===== config.mk =====
export PLATFORM = sky130hd
export DESIGN_NAME = onehot_rr_arbiter
export DESIGN_NICKNAME = d
export VERILOG_FILES = /design/src/rtl/onehot_arb_pkg.sv /design/src/rtl/onehot_rr_pick.sv /design/src/rtl/onehot_rr_arbiter.sv
export SDC_FILE = /design/constraint.sdc
export NUM_CORES = 1
export LEC_CHECK = 0
export ABC_AREA = 1
export BUFFER_PORTS_ARGS = -buffer_cell sky130_fd_sc_hd__buf_2
export CORE_ASPECT_RATIO = 1.2
export CORE_MARGIN = 8
export CORE_UTILIZATION = 45
export CTS_CLUSTER_SIZE = 8
export DETAILED_ROUTE_END_ITERATION = 7
export MAX_ROUTING_LAYER = met4
export PLACE_DENSITY_LB_ADDON = 0.15
export SYNTH_ARGS = -nofsm -noshare
export SYNTH_HDL_FRONTEND = slang
export SYNTH_SLANG_ARGS = --single-unit

===== constraint.sdc =====
create_clock -name clk -period 1.85 [get_ports clk]
set_input_delay 0.0925 -clock clk [delete_from_list [all_inputs] [get_ports clk]]
set_output_delay 0.0925 -clock clk [all_outputs]
set_load 0.02 [all_outputs]

===== src/rtl/onehot_arb_pkg.sv =====
// ----------------------------------------------------------------------------
// onehot_arb_pkg
//   Shared types and helpers for the one-hot round-robin arbiter.
//   - state_t : one-hot FSM encoding (IDLE/OWN/GAP)
//   - rotl1   : rotate a vector of 'width' bits left by one (MSB wraps to bit 0)
//   - oh2bin  : binary index of a one-hot vector (0 for an all-zero vector)
//   Vectors are passed zero-extended to VEC_W bits so the helpers work for
//   any requester count up to VEC_W.
// ----------------------------------------------------------------------------
package onehot_arb_pkg;

  typedef enum logic [2:0] {
    IDLE = 3'b001,
    OWN  = 3'b010,
    GAP  = 3'b100
  } state_t;

  localparam int VEC_W = 32;
  localparam int BIN_W = 5;

  function automatic logic [VEC_W-1:0] rotl1(input logic [VEC_W-1:0] v,
                                             input int width);
    logic [VEC_W-1:0] r;
    r = '0;
    for (int i = 1; i < VEC_W; i++) begin
      if (i < width) r[i] = v[i-1];
    end
    if (width >= 1 && width <= VEC_W) r[0] = v[width-1];
    return r;
  endfunction

  function automatic logic [BIN_W-1:0] oh2bin(input logic [VEC_W-1:0] v);
    logic [BIN_W-1:0] b;
    b = '0;
    for (int i = 0; i < VEC_W; i++) begin
      if (v[i]) b = b | BIN_W'(i);
    end
    return b;
  endfunction

endpackage


===== src/rtl/onehot_rr_pick.sv =====
// ----------------------------------------------------------------------------
// onehot_rr_pick
//   Combinational round-robin selector: returns the first set request at or
//   after the one-hot pointer, wrapping from N-1 back to 0.
// Ports
//   req  [N-1:0] in   request vector
//   ptr  [N-1:0] in   one-hot priority pointer (bit set = highest priority)
//   pick [N-1:0] out  one-hot selected request, zero when req==0
// ----------------------------------------------------------------------------
module onehot_rr_pick #(
  parameter int N = 4
) (
  input  logic [N-1:0] req,
  input  logic [N-1:0] ptr,
  output logic [N-1:0] pick
);

  logic [2*N-1:0] dbl;
  logic [2*N-1:0] base;
  logic [2*N-1:0] masked;
  logic [2*N-1:0] first;

  // The lower copy of req loses every bit below ptr; the upper copy keeps
  // all of them, which provides the wrap-around. The lowest surviving bit
  // is the winner, folded back onto N bits.
  assign dbl    = {req, req};
  assign base   = {{N{1'b0}}, ptr};
  assign masked = dbl & ~(base - (2*N)'(1));
  assign first  = masked & (~masked + (2*N)'(1));
  assign pick   = first[N-1:0] | first[2*N-1:N];

endmodule


===== src/rtl/onehot_rr_arbiter.sv =====
// ----------------------------------------------------------------------------
// onehot_rr_arbiter
//   Round-robin arbiter sharing one resource among N requesters. A grant is
//   held until the owner releases it, its request drops, or MAX_HOLD cycles
//   elapse (MAX_HOLD=0 disables the timeout). Every owner change passes
//   through a one-cycle GAP with no grant. All outputs are registered.
//
//   state | meaning
//   ------+-------------------------------------------------
//   IDLE  | no owner; sample req and pick the next owner
//   OWN   | grant held; count hold cycles, watch for exit
//   GAP   | one dead cycle for resource turnaround
//
// Ports
//   clk        in   clock, rising edge
//   rst        in   synchronous active-low reset
//   req  [N]   in   level request per requester
//   rel        in   owner finished; only honoured in OWN
//   gnt  [N]   out  one-hot grant, zero when no owner
//   gnt_vld    out  |gnt
//   gnt_id     out  binary index of the owner, 0 when gnt_vld=0
//   busy       out  FSM not in IDLE
//   timeout    out  one-cycle pulse when a grant is revoked by MAX_HOLD
//   onehot_err out  sticky grant/state integrity error
//
// Build option: define ONEHOT_ARB_CHECK_EN to compile the integrity checks;
// otherwise onehot_err is tied low.
// ----------------------------------------------------------------------------
module onehot_rr_arbiter
  import onehot_arb_pkg::*;
#(
  parameter  int N        = 4,
  parameter  int MAX_HOLD = 8,
  localparam int ID_W     = $clog2(N)
) (
  input  logic            clk,
  input  logic            rst,
  input  logic [N-1:0]    req,
  input  logic            rel,
  output logic [N-1:0]    gnt,
  output logic            gnt_vld,
  output logic [ID_W-1:0] gnt_id,
  output logic            busy,
  output logic            timeout,
  output logic            onehot_err
);

  localparam int HW = (MAX_HOLD > 0) ? $clog2(MAX_HOLD + 1) : 1;
  localparam logic [HW-1:0] HOLD_LAST = (MAX_HOLD > 0) ? HW'(MAX_HOLD - 1) : '0;

  state_t            state_q, state_nxt;
  logic [N-1:0]      gnt_q, gnt_nxt;
  logic [ID_W-1:0]   id_q, id_nxt;
  logic [HW-1:0]     hold_q, hold_nxt;
  logic [N-1:0]      ptr_q, ptr_nxt;
  logic              vld_q, busy_q, to_q, to_nxt;
  logic [N-1:0]      pick;
  logic              hold_lim;
  logic              owner_gone;

  onehot_rr_pick #(.N(N)) u_pick (
    .req  (req),
    .ptr  (ptr_q),
    .pick (pick)
  );

  assign hold_lim   = (MAX_HOLD != 0) && (hold_q == HOLD_LAST);
  assign owner_gone = ~|(req & gnt_q);

  always_comb begin
    state_nxt = state_q;
    gnt_nxt   = gnt_q;
    id_nxt    = id_q;
    hold_nxt  = hold_q;
    ptr_nxt   = ptr_q;
    to_nxt    = 1'b0;
    case (state_q)
      IDLE: begin
        if (|req) begin
          state_nxt = OWN;
          gnt_nxt   = pick;
          id_nxt    = ID_W'(oh2bin(VEC_W'(pick)));
          hold_nxt  = '0;
        end
      end
      OWN: begin
        if (rel || owner_gone || hold_lim) begin
          state_nxt = GAP;
          gnt_nxt   = '0;
          id_nxt    = '0;
          hold_nxt  = '0;
          ptr_nxt   = N'(rotl1(VEC_W'(gnt_q), N));
          // A release in the last allowed cycle is a normal hand-back.
          to_nxt    = hold_lim && !rel;
        end else begin
          hold_nxt = hold_q + HW'(1);
        end
      end
      GAP: begin
        state_nxt = IDLE;
      end
      default: begin
        state_nxt = IDLE;
        gnt_nxt   = '0;
        id_nxt    = '0;
        hold_nxt  = '0;
      end
    endcase
  end

  always_ff @(posedge clk) begin
    if (!rst) begin
      state_q <= IDLE;
      gnt_q   <= '0;
      id_q    <= '0;
      hold_q  <= '0;
      ptr_q   <= N'(1);
      vld_q   <= 1'b0;
      busy_q  <= 1'b0;
      to_q    <= 1'b0;
    end else begin
      state_q <= state_nxt;
      gnt_q   <= gnt_nxt;
      id_q    <= id_nxt;
      hold_q  <= hold_nxt;
      ptr_q   <= ptr_nxt;
      vld_q   <= |gnt_nxt;
      busy_q  <= (state_nxt != IDLE);
      to_q    <= to_nxt;
    end
  end

  assign gnt     = gnt_q;
  assign gnt_vld = vld_q;
  assign gnt_id  = id_q;
  assign busy    = busy_q;
  assign timeout = to_q;

`ifdef ONEHOT_ARB_CHECK_EN
  logic err_q;
  logic integ_ok;

  // Checks look at the gnt port itself so that any disturbance of the
  // driven grant is caught, not only the internal register.
  assign integ_ok = $onehot0(gnt) && $onehot(state_q);

  always_ff @(posedge clk) begin
    if (!rst) begin
      err_q <= 1'b0;
    end else if (!integ_ok) begin
      err_q <= 1'b1;
    end
  end

  always @(posedge clk) begin
    if (rst) begin
      a_integ: assert (integ_ok)
        else $error("%0t onehot_rr_arbiter integrity: gnt=%b state=%b",
                    $time, gnt, state_q);
    end
  end

  assign onehot_err = err_q;
`else
  assign onehot_err = 1'b0;
`endif

endmodule


* Word-level counts from Yosys, hierarchy flattened
Index checks and enable logic that the tools add are counted.
** Cells by class
- Add/sub/neg operators :: 3
- Equality and inequality tests :: 7
- Multiplexer cells :: 15
- Bitwise operators :: 7
- Reduce and logical (&&, ||, !) cells :: 12
** Operator list (number)
- $pmux W4 S3 :: 2
- $and A8 B8 Y8 :: 2
- $mux W4 :: 4
- $not A8 Y8 :: 2
- $reduce_or A4 Y1 :: 3
- $add A8 B1 Y8 const B :: 1
- $mux W2 :: 4
- $mux W3 :: 2
- $pmux W2 S3 :: 1
- $pmux W3 S2 :: 1
- $reduce_and A3 Y1 :: 2
- $sub A4 B1 Y5 const B :: 1
- $add A4 B1 Y4 const B :: 1
- $and A4 B4 Y4 :: 1
- $eq A4 B3 Y1 const B :: 1
- $ne A2 B2 Y1 const B :: 2
- $or A4 B4 Y4 :: 1
- $reduce_and A2 Y1 :: 2
- $eq A3 B1 Y1 const B :: 1
- $eq A3 B2 Y1 const B :: 1
- $eq A3 B3 Y1 const B :: 1
- $ne A3 B1 Y1 const B :: 1
- $logic_not A1 Y1 :: 2
- $logic_or A1 B1 Y1 :: 2
- other kinds (3) :: 3
** Word-level totals
- Flip-flop bits (word level) :: 20
- Output and inout bits :: 10
- Logic and storage cells :: 52

* Longest topological paths before layout
Gate-level depths: netlist of the first run.
- Depth after elaboration :: 12
- Mapped depth :: 13
- Depth with buffers taken out :: 13

* Hierarchy
A second synthesis of the first run with hierarchy kept.
** Second synthesis, totals
- Cell total of the unflattened synthesis :: 170
- Area, all modules :: 1131.1 µm²
** Modules (own cells, without submodules)
- onehot_rr_arbiter :: times used 1, cells an instance 130, area each 938.4 µm², sequential area each 400.4 µm²
- onehot_rr_pick :: times used 1, cells an instance 40, area each 192.7 µm², sequential area each 0.0 µm²

* Worst setup path after synthesis of the first run
No wires, ideal clock.
- Path kind :: register to register
- Start point :: register ptr_q[0]
- End point :: register vld_q, in the netlist gnt_vld
- Library setup time :: 123 ps
- Arrival time :: 1256 ps
- Slack :: 471 ps
- Cell stages (with the launch flop) :: 12
- Cells stage by stage :: dfxtp_1 -> inv_1 -> ha_1 -> nand2_1 -> nand2_1 -> inv_1 -> nand2_1 -> nor2_1 -> nand2_1 -> nand2_1 -> o21bai_1 -> nand3_1
** On the way
- Cells in the longest elaborated chain, start to end :: 10
** RTL lines
- start, declared :: RTL line onehot_rr_arbiter.sv:55 : logic [N-1:0] ptr_q, ptr_nxt;
- start signal, assigned :: RTL line onehot_rr_arbiter.sv:126 : ptr_q <= ptr_nxt;
- $sub A4 B1 Y5 (*) :: RTL line onehot_rr_pick.sv:28 : assign masked = dbl & ~(base - (2*N)'(1));
- $not A8 Y8 (*) :: RTL line onehot_rr_pick.sv:28
- $and A8 B8 Y8 (*) :: RTL line onehot_rr_pick.sv:28
- $not A8 Y8 :: RTL line onehot_rr_pick.sv:29 : assign first = masked & (~masked + (2*N)'(1));
- $add A8 B1 Y8 :: RTL line onehot_rr_pick.sv:29
- $and A8 B8 Y8 (*) :: RTL line onehot_rr_pick.sv:29
- $or A4 B4 Y4 (*) :: RTL line onehot_rr_pick.sv:30 : assign pick = first[N-1:0] | first[2*N-1:N];
- $mux W4 (*) :: RTL line onehot_rr_arbiter.sv:79 : if (|req) begin
- $pmux W4 S3 (*) :: RTL line onehot_rr_arbiter.sv:77 : case (state_q)
- $reduce_or A4 Y1 (*) :: RTL line onehot_rr_arbiter.sv:127 : vld_q <= |gnt_nxt;
- end signal, assigned :: RTL line onehot_rr_arbiter.sv:127
- end, declared :: RTL line onehot_rr_arbiter.sv:56 : logic vld_q, busy_q, to_q, to_nxt;
Mark *: on every way between the ends. The rest lies on a longest branch, timed or not.
A chain may end at the register's enable or synchronous reset.

* Worst setup path in the final report of the first run
Same ends and word-level chain as after synthesis.

==> impl_metrics.py, run 1 <==
metrics = {
    "cts": {
        "cts_tree": "yes",
        "root_buffer": "clkbuf_4",
        "clkLatencyLatePin_ps": 310,
        "cts_buffer_depth": 2,
        "cts_inserted_buffers": 3,
        "h-tree-depth": 1,
        "cts_resized": 0,
        "cts.clk_slew.worst_paths_ps": 120,
        "cts.sinks": 20,
    },
    "outcome": {
        "status": "finished, final reports clean",
    },
    "route": {
        "drt-initial-drc-count": 23,
        "wl_per_cell_um": 11.38,
        "drc": 0,
        "dr.pass1.iters": 4,
        "vias_per_cell": 4.841,
        "wirelength_um": 2287,
        "vias": 973,
        "ant_nets": 0,
    },
    "place": {
        "portBuffers": 15,
        "placed_area_um2": 1176,
        "gp_congestion": 0.8865,
        "dp_slack_ps": 304.1,
        "dp_cells": 196,
        "dp_hpwl_um": 1848,
    },
    "synthesis": {
        "yosysMostFrequentCell": "nand2_1",
        "synth_edf_count": 0,
        "netlist_area_um2": 1075,
        "ys_warn_count": 0,
        "yosys.area.top_type": "dfxtp_1",
        "synth_common_cells": "42 x nand2_1, 20 x dfxtp_1, 19 x inv_1",
        "async_flop_share": 0,
        "synth_cells": 152,
        "yosysSeqAreaShare": 0.3725,
        "synthFlopType": "dfxtp_1",
        "synth_cell_types": 30,
        "synth_nets": 161,
        "syn-mean-instance-area_um2": 7.071,
        "netlist_top_cells_area": "dfxtp_1 37%, nand2_1 15%, inv_1 6.6%, nand3_1 5.1%, nand2_2 4.1%",
        "ys_seq_elements": 20,
        "synth_top_area_frac": 0.3725,
    },
    "critical_path": {
        "critPathMaxFanout": 4,
        "critPathRequiredTime_ps": 2060,
        "cp-start-kind": "flip-flop",
        "cp.arrival_ps": 1750,
        "cp-end-kind": "flip-flop",
        "path_class": "flip-flop to flip-flop",
    },
    "sta": {
        "timing.fmax_mhz": 646.1,
        "hold_violations": 0,
        "setup_violations": 0,
        "postLayoutSetupSlackWorst_ps": 302.4,
        "skew_ps": 9.694,
        "rsz0062_at_grt": "false",
        "fin_crit_sh": 0.8366,
        "setup-tns-final_ps": 0,
        "drv_slew": 0,
        "final.min_clock_period_ps": 1548,
    },
    "global_route": {
        "grt_pass1_wl_um": 4022,
        "grt_antenna_before_repair": 0,
        "overflow": 0,
        "grt_pass1_vias": 980,
        "grt_max_degree": 12,
        "track_usage": 0.1233,
    },
    "floorplan": {
        "initial_core_util": 0.4709,
        "rows": 19,
        "io_pins": 17,
        "core_um2": 2282,
        "chipWidth_um": 60.62,
        "fp.dieH_um": 69.54,
        "die_area_um2": 4215,
    },
    "finish": {
        "fin_util": 0.5356,
        "area_delta_synth_final_pct": 13.74,
        "layoutNonFillerInstCount": 201,
        "fin_nets": 180,
        "diodes": 0,
        "drive_gt1_frac": 0.2471,
        "stdcell_area_um2": 1222,
    },
    "pwr": {
        "vdd_drop_max_v": 0.0005891,
        "p_per_area_nw_per_um2": 790.7,
        "leakage_nw": 0.6200,
    },
    "flow_run": {
        "maxCapViolations": 0,
    },
    "worst_hold_path": {
        "hold_path_class": "input port to flip-flop",
    },
}
[state kept, by name, summed over array words and instances, names as in the netlist]
signal   cells
gnt_id       2
state_q      3
hold_q       4
ptr_q        4
gnt_vld      1
gnt          4
busy         1
timeout      1
[power by group]
group / internal [mW] / switching, mW
Combinational: 0.0730 / 0.149
Sequential: 0.464 / 0.0254
Clock: 0.120 / 0.135
Total: 0.658 / 0.309
[worst max-delay path, cell delays in order, from the launching register on]
cell      delay [ps]
dfxtp_1          370
inv_1             80
ha_1             300
nand2_1           50
nand2_1           90
inv_1             50
nand2_1           70
nor2_1            40
nand2_1          130
nand2_1           70
o21bai_1         130
nand3_1           80
[metrics by stage]
stage	hold slack, ps	total power, mW
2_1_floorplan	164.0	0.6608
3_3_place_gp	275.5	0.7178
3_5_place_dp	279.7	0.7212
4_1_cts	75.24	0.9803
5_1_grt	70.87	1.033
6_report	81.13	0.9665
[layer usage]
metal	part of all wire	GRT usage	vias to the layer above	wire length, µm
met4	0.021	0.06234	0	48
met5	0	-	-	0
met2	0.50	0.1932	20	1153
met1	0.44	0.1421	433	1001
li1	-	-	515	-
met3	0.036	0.02412	5	83
[layout by cell type, fill, tap and decap left out, types with 2 or more instances in the layout]
cell | Yosys | layout
inv_1 | 19 | 19
inv_2 | 3 | 3
ha_1 | 2 | 2
nand4_1 | 2 | 2
o21ai_1 | 4 | 4
nand2_2 | 7 | 7
nor2_2 | 5 | 5
clkbuf_4 | 0 | 3
nand3_1 | 11 | 11
dfxtp_1 | 20 | 20
a21oi_1 | 7 | 7
nor2_1 | 8 | 8
buf_2 | 1 | 15
a31oi_1 | 3 | 3
nand2_1 | 42 | 42
o21ai_0 | 3 | 3
[kinds of logic after synthesis]
family	Yosys count	share of synthesized area
AOI/OAI and AO/OA	21	0.1118
other	1	0.003489
adders and majority gates	2	0.02328
buffers and inverters	24	0.08847
and+or+nand+nor	84	0.4005
DFF	20	0.3725
[final cells by class]
type,count,area (µm²)
timing repair buffer,16,85.08
sequential,20,400.4
fill,247,1060
multi-input combinational,108,579.3
tap,31,38.79
clock buffer,4,36.28
inverter,22,82.58
[path summary, 6_finish.rpt]
kind                            cells after the start  slack (ps)        end  startpoint
worst max-delay path                               11         300    gnt_vld    ptr_q[0]
worst min-delay path                                2          80   ptr_q[0]         rst
worst max register to register                     11         300    gnt_vld    ptr_q[0]
worst min register to register                      2         490  hold_q[1]   hold_q[1]
[what timing repair did]
item / 4_1_cts / 5_1_grt
hold endpoints to repair: 1 / 0
setup buffers: 0 / 0
hold buffers: 1 / 0
endpoints found under the setup margin: 0 / 0
No activity file was read; power rests on OpenSTA's default activity.
==> run 2, diff against run 1 <==
==> constraint.sdc (replaced) <==
create_clock -name clk -period 1.6 [get_ports clk]
set_input_delay 0.08 -clock clk [delete_from_list [all_inputs] [get_ports clk]]
set_output_delay 0.08 -clock clk [all_outputs]
set_load 0.02 [all_outputs]
==> impl_metrics.py, run 2 (synthesis gave the netlist of run 1 again) <==
metrics = {
    "cts": {
        "cts_inserted_buffers": 3,
        "h-tree-depth": 1,
        "cts.clk_slew.worst_paths_ps": 120,
        "clkLatencyLatePin_ps": 310,
        "cts_tree": "yes",
        "cts.sinks": 20,
        "root_buffer": "clkbuf_4",
        "cts_buffer_depth": 2,
    },
    "global_route": {
        "overflow": 0,
        "grt_max_degree": 12,
        "grt_pass1_vias": 980,
        "grt_pass1_wl_um": 4022,
        "grt_antenna_before_repair": 0,
        "track_usage": 0.1233,
    },
    "pwr": {
        "vdd_drop_max_v": 0.0006914,
        "leakage_nw": 0.6269,
        "p_per_area_nw_per_um2": 908.0,
    },
    "finish": {
        "diodes": 0,
        "fin_nets": 181,
        "drive_gt1_frac": 0.2924,
        "mostFrequentLayoutCell": "nand2_1",
        "area_delta_synth_final_pct": 16.76,
        "fin_util": 0.5499,
        "most-common-layout-cells": "38 x nand2_1, 19 x inv_1, 18 x dfxtp_1, 15 x buf_2",
    },
    "sta": {
        "hold_ws_ps": 71.69,
        "skew_ps": 12.61,
        "fin_crit_sh": 0.9257,
        "timing.fmax_mhz": 675.2,
        "setup_violations": 0,
        "drv_slew": 0,
        "final.min_clock_period_ps": 1481,
        "hold_violations": 0,
    },
    "critical_path": {
        "path_class": "flip-flop to flip-flop",
        "r2r_cells": 13,
        "cp-start-kind": "flip-flop",
        "r2r_start": "ptr_q[0]",
        "cp_common_cell": "nand2_1",
        "critPathRequiredTime_ps": 1810,
        "cp.arrival_ps": 1690,
        "path_cells": "inv_1, ha_4, nand2_1, nand2_2, inv_1, nand2_1, inv_1, nand3_1, nand2_1, nand2_2, nand2_1, nand2_1, nand3_1",
        "critPathMaxFanout": 3,
        "cp-end-kind": "flip-flop",
        "slowest_delay_ps": 340,
        "reg2reg_to": "gnt_vld",
        "ff2ff_setup_slack_ps": 120,
        "crit_slowest_cell": "dfxtp_2",
    },
    "worst_hold_path": {
        "min_to": "ptr_q[0]",
        "worstHoldPathCells": 2,
        "hold_path_class": "input port to flip-flop",
        "min_from": "rst",
    },
    "floorplan": {
        "core_um2": 2282,
        "rows": 19,
        "chipWidth_um": 60.62,
        "fp.dieH_um": 69.54,
        "io_pins": 17,
        "die_area_um2": 4215,
        "initial_core_util": 0.4709,
    },
    "route": {
        "vias": 987,
        "ant_nets": 0,
        "dr.pass1.iters": 4,
        "drt-initial-drc-count": 31,
        "vias_per_cell": 4.886,
        "drc": 0,
        "wirelength_um": 2338,
        "wl_per_cell_um": 11.57,
    },
    "place": {
        "dp_hpwl_um": 1848,
        "portBuffers": 15,
        "gp_congestion": 0.8866,
    },
    "outcome": {
        "status": "finished, final reports clean",
    },
    "flow_run": {
        "maxCapViolations": 0,
    },
}
[run 2: report_power, final]
group | switching, mW | internal, mW | total, mW
combinational | 0.181 | 0.0930 | 0.274
clock | 0.159 | 0.139 | 0.298
sequential | 0.0292 | 0.538 | 0.567
total | 0.370 | 0.770 | 1.14
[run 2: through the flow]
stage	cell area (µm²)	power (mW)	setup TNS, ps	instances	setup WS, ps
2_1_floorplan	1075	0.7640	0	152	220.6
3_3_place_gp	1176	0.8300	0	196	107.0
3_5_place_dp	1176	0.8339	0	196	54.15
4_1_cts	1222	1.134	0	201	45.92
5_1_grt	1255	1.212	-1.454	202	-1.454
6_report	1255	1.140	0	202	118.9
[run 2: how the worst max path moves through the flow]
stage,start,endpoint,slack [ps],depth (start not counted)
2_1_floorplan,ptr_q[0],gnt_vld,220,11
3_3_place_gp,ptr_q[0],gnt_vld,110,11
3_5_place_dp,ptr_q[0],gnt_vld,50,11
4_1_cts,ptr_q[0],gnt_vld,50,11
5_1_grt,ptr_q[1],gnt_vld,-1,13
6_report,ptr_q[0],gnt_vld,120,13
[run 2: worst max-delay path: cells and delay by family, from the launching register on]
kind / cells / cell delay (ps)
AND/OR/NAND/NOR: 9 / 620
flip-flops: 1 / 340
buffers and inverters: 3 / 170
adder cells (fa/ha/maj): 1 / 270
[run 2: area by class of cell]
cell class / instances / area [µm²]
Clock buffer: 4 / 36.28
Sequential cell: 20 / 402.9
Fill cell: 248 / 1027
Tap cell: 31 / 38.79
Multi-Input combinational cell: 108 / 601.8
Timing Repair Buffer: 17 / 92.59
Inverter: 22 / 82.58
[run 2: routing by layer]
| layer | wire [µm] | global-route usage | up-vias |
|---|---|---|---|
| met1 | 1002 | 0.1421 | 441 |
| li1 | - | - | 518 |
| met4 | 48 | 0.06234 | 0 |
| met5 | 0 | - | - |
| met2 | 1182 | 0.1932 | 23 |
| met3 | 105 | 0.02412 | 5 |
[run 2: repair_timing]
item	CTS	global route
gates resized for setup	0	8
endpoints found under the setup margin	0	5
buffers inserted	0	1
endpoints found under the hold margin	1	0
hold buffers	1	0
==> run 3, diff against run 2 <==
==> constraint.sdc (replaced) <==
create_clock -name clk -period 1.5 [get_ports clk]
set_input_delay 0.075 -clock clk [delete_from_list [all_inputs] [get_ports clk]]
set_output_delay 0.075 -clock clk [all_outputs]
set_load 0.02 [all_outputs]
==> impl_metrics.py, run 3 (synthesis gave the netlist of run 1 again) <==
metrics = {
    "outcome": {
        "status": "finished, final reports clean",
    },
    "pwr": {
        "p_per_area_nw_per_um2": 899.2,
        "leakage_nw": 0.6354,
        "vdd_drop_max_v": 0.0006691,
    },
    "critical_path": {
        "cp.arrival_ps": 1630,
        "r2r_start": "hold_q[0]",
        "crit_slowest_cell": "dfxtp_2",
        "path_cells": "ha_2, nand2_2, nor2_4, nor2_4, nand3_4, nand2_4, nand2_2, nand2_1, o21bai_1, nand3_1",
        "cp-start-kind": "flip-flop",
        "slowest_delay_ps": 360,
        "path_class": "flip-flop to flip-flop",
        "critPathRequiredTime_ps": 1700,
        "critPathMaxFanout": 6,
        "startpoint": "hold_q[0]",
        "cp-end-kind": "flip-flop",
    },
    "flow_run": {
        "maxCapViolations": 0,
    },
    "sta": {
        "hold_violations": 0,
        "final.min_clock_period_ps": 1429,
        "timing.fmax_mhz": 699.7,
        "drv_slew": 0,
        "skew_ps": 11.00,
        "setup-tns-final_ps": 0,
        "setup_violations": 0,
        "hold_ws_ps": 63.52,
        "fin_crit_sh": 0.9528,
    },
    "place": {
        "portBuffers": 15,
        "dp_hpwl_um": 1850,
        "gp_congestion": 0.8866,
    },
    "floorplan": {
        "die_area_um2": 4215,
        "rows": 19,
        "initial_core_util": 0.4709,
        "chipWidth_um": 60.62,
        "io_pins": 17,
        "fp.dieH_um": 69.54,
        "core_um2": 2282,
    },
    "route": {
        "drc": 0,
        "wirelength_um": 2419,
        "vias_per_cell": 4.789,
        "ant_nets": 0,
        "vias": 977,
        "dr.pass1.iters": 4,
        "wl_per_cell_um": 11.86,
        "drt-initial-drc-count": 27,
    },
    "finish": {
        "most-common-layout-cells": "35 x nand2_1, 16 x dfxtp_1, 15 x inv_1, 15 x buf_2, 14 x nand2_2",
        "mostFrequentLayoutCell": "nand2_1",
        "fin_util": 0.5702,
        "diodes": 0,
        "area_delta_synth_final_pct": 21.07,
        "fin_nets": 184,
        "drive_gt1_frac": 0.3757,
        "fillCellCount": 236,
    },
    "cts": {
        "h-tree-depth": 1,
        "root_buffer": "clkbuf_4",
        "cts.sinks": 20,
        "clkLatencyLatePin_ps": 300,
        "cts.clk_slew.worst_paths_ps": 110,
        "cts_inserted_buffers": 3,
        "cts_buffer_depth": 2,
        "cts_tree": "yes",
    },
    "global_route": {
        "grt_max_degree": 11,
        "track_usage": 0.1193,
        "overflow": 0,
        "grt_pass1_vias": 929,
        "grt_antenna_before_repair": 0,
        "grt_pass1_wl_um": 3919,
    },
    "worst_hold_path": {
        "min_from": "rst",
        "hold_path_class": "input port to flip-flop",
    },
}
run 3: cell count changes in the layout (fill, tap and decap cells not counted), moves of 2 or more:
cell,delta
nand3_2,+3
inv_1,-4
nand3_1,-3
nand2_2,+3
nor2_2,-2
nor2_4,+2
dfxtp_1,-2
dfxtp_2,+2
buf_4,+3
inv_2,+4
nand2_1,-3
run 3: final cells by class:
type	instances	area [µm²]	area share
Tap cell	31	38.79	0.02981
Sequential cell	20	405.4	0.3115
Timing Repair Buffer	20	115.1	0.08846
Clock buffer	3	22.52	0.01731
Inverter	22	82.58	0.06346
Multi-Input combinational cell	108	636.9	0.4894
run 3: path summary, 6_finish.rpt:
path / endpoint / slack (ps) / cells past startpoint
worst min-delay path: ptr_q[0] / 60 / 2
worst max-delay path: gnt_vld / 70 / 10
worst max register to register: gnt_vld / 70 / 10
worst min register to register: hold_q[1] / 490 / 2
run 3: report_power, final:
part	leakage, nW	switching (mW)	internal (mW)
registers	0.164	0.0318	0.574
logic	0.457	0.202	0.111
clock network	0.0138	0.158	0.0937
total	0.635	0.392	0.778
run 3: worst max-delay path: cells and delay by family, from the launching register on:
family / cells / cell delay (ps)
AO/OA/AOI/OAI: 1 / 140
adder cells (fa/ha/maj): 1 / 180
flip-flops: 1 / 360
AND/OR/NAND/NOR: 8 / 650
run 3: repair_timing:
action	CTS	global route
setup endpoints to repair	3	11
hold buffers	1	0
hold endpoints to repair	1	0
pin swaps	3	6
buffers inserted	0	4
gates resized for setup	4	18
run 3: metal layers:
layer,vias up,track usage,share of wire
met2,20,0.1861,0.52
met1,428,0.1390,0.42
li1,523,-,-
met5,-,-,0
met3,6,0.02226,0.043
met4,0,0.05974,0.017
run 3: per-stage QoR:
stage	setup slack [ps]	instance area (µm²)	power (mW)	std cells
2_1_floorplan	120.6	1075	0.8149	152
3_3_place_gp	6.972	1176	0.8853	196
3_5_place_dp	-48.02	1176	0.8894	196
4_1_cts	12.14	1224	1.150	200
5_1_grt	-20.77	1301	1.244	204
6_report	70.74	1301	1.170	204
